--- src/rtl/striping.sv ---
// Two-lane word striper: accepted words alternate lane 0 / lane 1 with one cycle of latency.
// Optional accepted-word counter enabled by defining STRIPING_WCNT_EN.
module striping #(
  parameter int unsigned IDLE_RESYNC = 4
) (
  input  logic        clk_2f,
  input  logic        reset,
  input  logic [31:0] data_in,
  input  logic        valid_in,
  output logic [31:0] lane_0,
  output logic        valid_0,
  output logic [31:0] lane_1,
  output logic        valid_1
`ifdef STRIPING_WCNT_EN
  ,
  output logic [7:0]  word_count
`endif
);

  typedef enum logic [1:0] {
    IDLE,
    STRIPE,
    HOLD
  } state_t;

  localparam logic [3:0] RESYNC = 4'(IDLE_RESYNC);

  state_t     state, state_nxt;
  logic       ptr, ptr_nxt;
  logic [3:0] idle_cnt, idle_cnt_nxt;
  logic       wr;
  logic       wr_lane;

  always_comb begin
    state_nxt    = state;
    ptr_nxt      = ptr;
    idle_cnt_nxt = idle_cnt;
    wr           = 1'b0;
    wr_lane      = ptr;
    case (state)
      IDLE: begin
        wr_lane = 1'b0;
        if (valid_in) begin
          wr        = 1'b1;
          ptr_nxt   = 1'b1;
          state_nxt = STRIPE;
        end
      end
      STRIPE: begin
        if (valid_in) begin
          wr      = 1'b1;
          ptr_nxt = ~ptr;
        end else begin
          idle_cnt_nxt = 4'd1;
          state_nxt    = HOLD;
        end
      end
      HOLD: begin
        if (valid_in) begin
          wr           = 1'b1;
          ptr_nxt      = ~ptr;
          idle_cnt_nxt = '0;
          state_nxt    = STRIPE;
        end else if (idle_cnt >= RESYNC) begin
          // Long gap: realign so the next word starts on lane 0
          ptr_nxt      = 1'b0;
          idle_cnt_nxt = '0;
          state_nxt    = IDLE;
        end else begin
          idle_cnt_nxt = idle_cnt + 4'd1;
        end
      end
      default: begin
        ptr_nxt      = 1'b0;
        idle_cnt_nxt = '0;
        state_nxt    = IDLE;
      end
    endcase
  end

  always_ff @(posedge clk_2f) begin
    if (reset) begin
      state    <= IDLE;
      ptr      <= 1'b0;
      idle_cnt <= '0;
      lane_0   <= '0;
      lane_1   <= '0;
      valid_0  <= 1'b0;
      valid_1  <= 1'b0;
    end else begin
      state    <= state_nxt;
      ptr      <= ptr_nxt;
      idle_cnt <= idle_cnt_nxt;
      valid_0  <= wr & ~wr_lane;
      valid_1  <= wr & wr_lane;
      if (wr && !wr_lane) lane_0 <= data_in;
      if (wr && wr_lane)  lane_1 <= data_in;
    end
  end

`ifdef STRIPING_WCNT_EN
  always_ff @(posedge clk_2f) begin
    if (reset)   word_count <= '0;
    else if (wr) word_count <= word_count + 8'd1;
  end
`endif

endmodule
--- config.mk ---
export PLATFORM = sky130hd
export DESIGN_NAME = striping
export DESIGN_NICKNAME = d
export VERILOG_FILES = /design/src/rtl/striping.sv
export SDC_FILE = /design/constraint.sdc
export NUM_CORES = 1
export LEC_CHECK = 0
export CORE_MARGIN = 2
export CORE_UTILIZATION = 44
export CTS_CLUSTER_SIZE = 16
export DETAILED_ROUTE_END_ITERATION = 7
export PLACE_DENSITY = 0.79
export RECOVER_POWER = 25
export SYNTH_ARGS = -nofsm -noshare
export SYNTH_HDL_FRONTEND = slang
export SYNTH_SLANG_ARGS = --single-unit
--- constraint.sdc ---
create_clock -name clk_2f -period 2.2 [get_ports clk_2f]
set_input_delay 0.44 -clock clk_2f [delete_from_list [all_inputs] [get_ports clk_2f]]
set_output_delay 0.44 -clock clk_2f [all_outputs]
set_load 0.005 [all_outputs]
==> impl_results.md <==
* # setup viols final at 0
* M3 GR Usage at roughly 5.5%
* Post-synth top area share at about half
* Ys async rst share at 0%
* Maximum vdd drop at roughly 580 uV
* Largest net degree at the start of global routing at 33
* Fraction of layout cells with a size suffix above 1 at about 7.3%
* Main combinational cell family by area after synthesis: compound AO/OA/AOI/OAI gates
* Yosys synthesis warning count at 0
* Hold-fix buffers, CTS at 0
* Post-cts resize count at 0
* Via count at roughly 2700
* CTS Sinks at 73
* Flip-flop and latch count after synthesis at 73
* Part of the power in registers at 44.0%
* Setup TNS at 0 ns
* Sw Share at 29.8%
* Routed Antenna Nets at 0
* First-pass GRT wire length at 12500 um
* Multi-input gate area at 1230 sq um
* Register area share after synthesis at approximately 52%
* Pwr dens at between 800 and 900 nW/um^2
* Primary FF master, synth: dfxtp_1
* Wirelength per Cell at about 15 um
* Lkg Pwr at approximately 1.6 nW
* Post-Synth XOR/XNOR Area at 0%
* CP arrival at 2.15 ns
* Post-CTS Setup Bufs at 0
* Worst EP required at about 2.5 ns
* Synth Area in Simple Gates at about a fifth
* Placed Area at 3930 sq um
* Final Cell Area at ~4100 sq um
* Vias in the first global route at around 2600
* Gr ovfl total at 0
* H-tree Lvls at 3
* Mapped Cells at between 300 and 400
* Mux share of post-synthesis cell area at 0.355%
* Layout Nets at ~480
* CP Class: flip-flop to flip-flop
* Max_cap viols at 0
* Tmin final at roughly 1.9 ns
* Setup Slack @ Placement at about 0.15 ns
* Final WL at 7490 um
* Core area at ~6300 sq um
* P_int at about 2.4 mW
* Tightest Pin Transition at approximately 0.44 ns
* # diodes at 0
* Met1 usage at between 20 and 30%
* Combinational group share of total power at about a quarter
* RSZ-0062 raised after global routing: no
* TritonCTS Buffers at 9
* Register area at 1460 sq um
* GRT Overall Usage at a little over a fifth
* TritonCTS clock tree: built
* Initial DRC Count at about 120
* Final WS setup at 0.325 ns
* Post-synthesis compound-gate area fraction at 20.4%
* Hold_ws at between 0.4 and 0.5 ns
* HPWL Detailed at roughly 5400 um
* Cell variety after synth at 31
* Post-Syn Area at 2820 sq um
* Die Area at ~7100 sq um
* Number of synthesized flops with an enable pin at 0
* Die height at between 80 and 90 um
* Met2 Use GR at 35.9%
* Die Width at 84.1 um
* FP Rows at 29
* Synth Area in Adders at 3.10%
* Part of the power in the clock network at between 30% and 40%
* Relative slew slack at a little over two thirds
* Vias per std cell at 5.23
* Fillers at 529
* Crit path max fanout at 28
* # DRC at 0
* Clock Path Buffers at 2
* DRT Pass-1 Iters at 4
* Hold WC Path Type: flip-flop to flip-flop
* Avg Cell Area, Syn at approximately 8.3 sq um
* Port Buffer Count at 100
* Starting Density at between 40% and 50%
* Gpl congestion at 0.767
* Fmax achieved at ~530 MHz
* Most Used Layer, Global Route: met2
* CTS root buf: clkbuf_8
* Post-synthesis net count at between 300 and 400
* Worst-skew pair later-pin latency at about 0.35 ns
* Synth area leader: dfxtp_1
* Synthesis-to-layout area growth at 45.9%
* Ports at 101
* Antenna violations before repair at 0
* Worst Setup End Kind: flip-flop
* Final Skew at ~0.012 ns
* Outcome: finished, final reports clean
* Clock-pin transition on the worst setup and hold timing paths at ~0.08 ns
* Slew Viols, Final at 0
* Crit path launch type: flip-flop
* Fin crit share at approximately 85%
* Hold Vio Cnt, Final at 0
* Net load switching power at about 1.0 mW
* Top cells by area, synth: dfxtp_1, a21oi_1, nand2_1, o21ai_0, nand3_1
sequential cells by signal, summed over array words and instances (netlist names):
signal and flops:
lane_0 32, state 2, valid_1 1, valid_0 1, lane_1 32, ptr 1, idle_cnt 4
layout make-up:
class / instances / area share [%]
flip-flops and latches: 73 / 35.5
multi-input cells: 233 / 29.8
repair buffers: 112 / 27.2
clock buffers: 10 / 3.34
well taps: 77 / 2.34
clock inverters: 5 / 1.37
inverters: 5 / 0.456
layer usage:
metal  vias up  share of wire, %
li1       1355                 -
met1      1257                44
met2        68                49
met3        12               5.3
met4         0               1.7
met5         -                 0
critical path: stages, from the launching register on:
cell and delay, ns:
dfxtp_1 0.41, inv_1 0.11, ha_1 0.34, nor4bb_4 0.49, buf_12 0.23, nand2_1 0.08, a21oi_1 0.13
Yosys cell counts (3+ instances only):
| cell | instances |
|---|---|
| nand3_1 | 32 |
| a21oi_1 | 69 |
| o21ai_0 | 33 |
| buf_2 | 9 |
| ha_1 | 7 |
| nand2b_1 | 3 |
| nand2_1 | 65 |
| inv_1 | 5 |
| dfxtp_1 | 73 |
| clkbuf_1 | 20 |
power by group through the flow:
stage / Combinational, mW / Clock (mW) / Sequential (mW)
after floorplan: 0.476 / 0 / 1.55
after global placement: 0.900 / 0 / 1.55
final: 0.901 / 1.04 / 1.53
after CTS: 0.927 / 1.05 / 1.53
after detailed placement: 0.924 / 0 / 1.56
after global routing: 0.995 / 1.11 / 1.55
kinds of logic after synthesis:
logic type,Yosys count
and+or+nand+nor,115
buffers and inverters,36
muxes,1
DFF,73
adders and majority gates,7
AOI/OAI and AO/OA,110
through the flow:
step | util (%) | total power, mW | instances
6_report | 65.6 | 3.47 | 515
3_3_place_gp | 62.6 | 2.45 | 500
2_1_floorplan | - | 2.03 | 342
5_1_grt | 65.6 | 3.65 | 515
3_5_place_dp | 62.6 | 2.48 | 500
4_1_cts | 65.7 | 3.50 | 515
path summary, 6_finish.rpt:
kind              from         end  slack [ns]  depth (start not counted)
max           state[0]  lane_1[12]        0.32                          6
min          lane_1[3]   lane_1[3]        0.45                          2
max reg2reg   state[0]  lane_1[12]        0.32                          6
min reg2reg  lane_1[3]   lane_1[3]        0.45                          2
cell usage in the layout (no fill, tap or decap), types with 3 or more instances in the layout:
cell type	count
dfxtp_1	73
a21oi_1	69
clkdlybuf4s50_1	67
nand2_1	65
o21ai_0	33
nand3_1	32
dlygate4sd3_1	32
clkbuf_8	10
buf_4	8
ha_1	7
inv_1	5
nand2b_1	3
buf_12	3
Note: power is estimated with default switching activity, not from simulation.
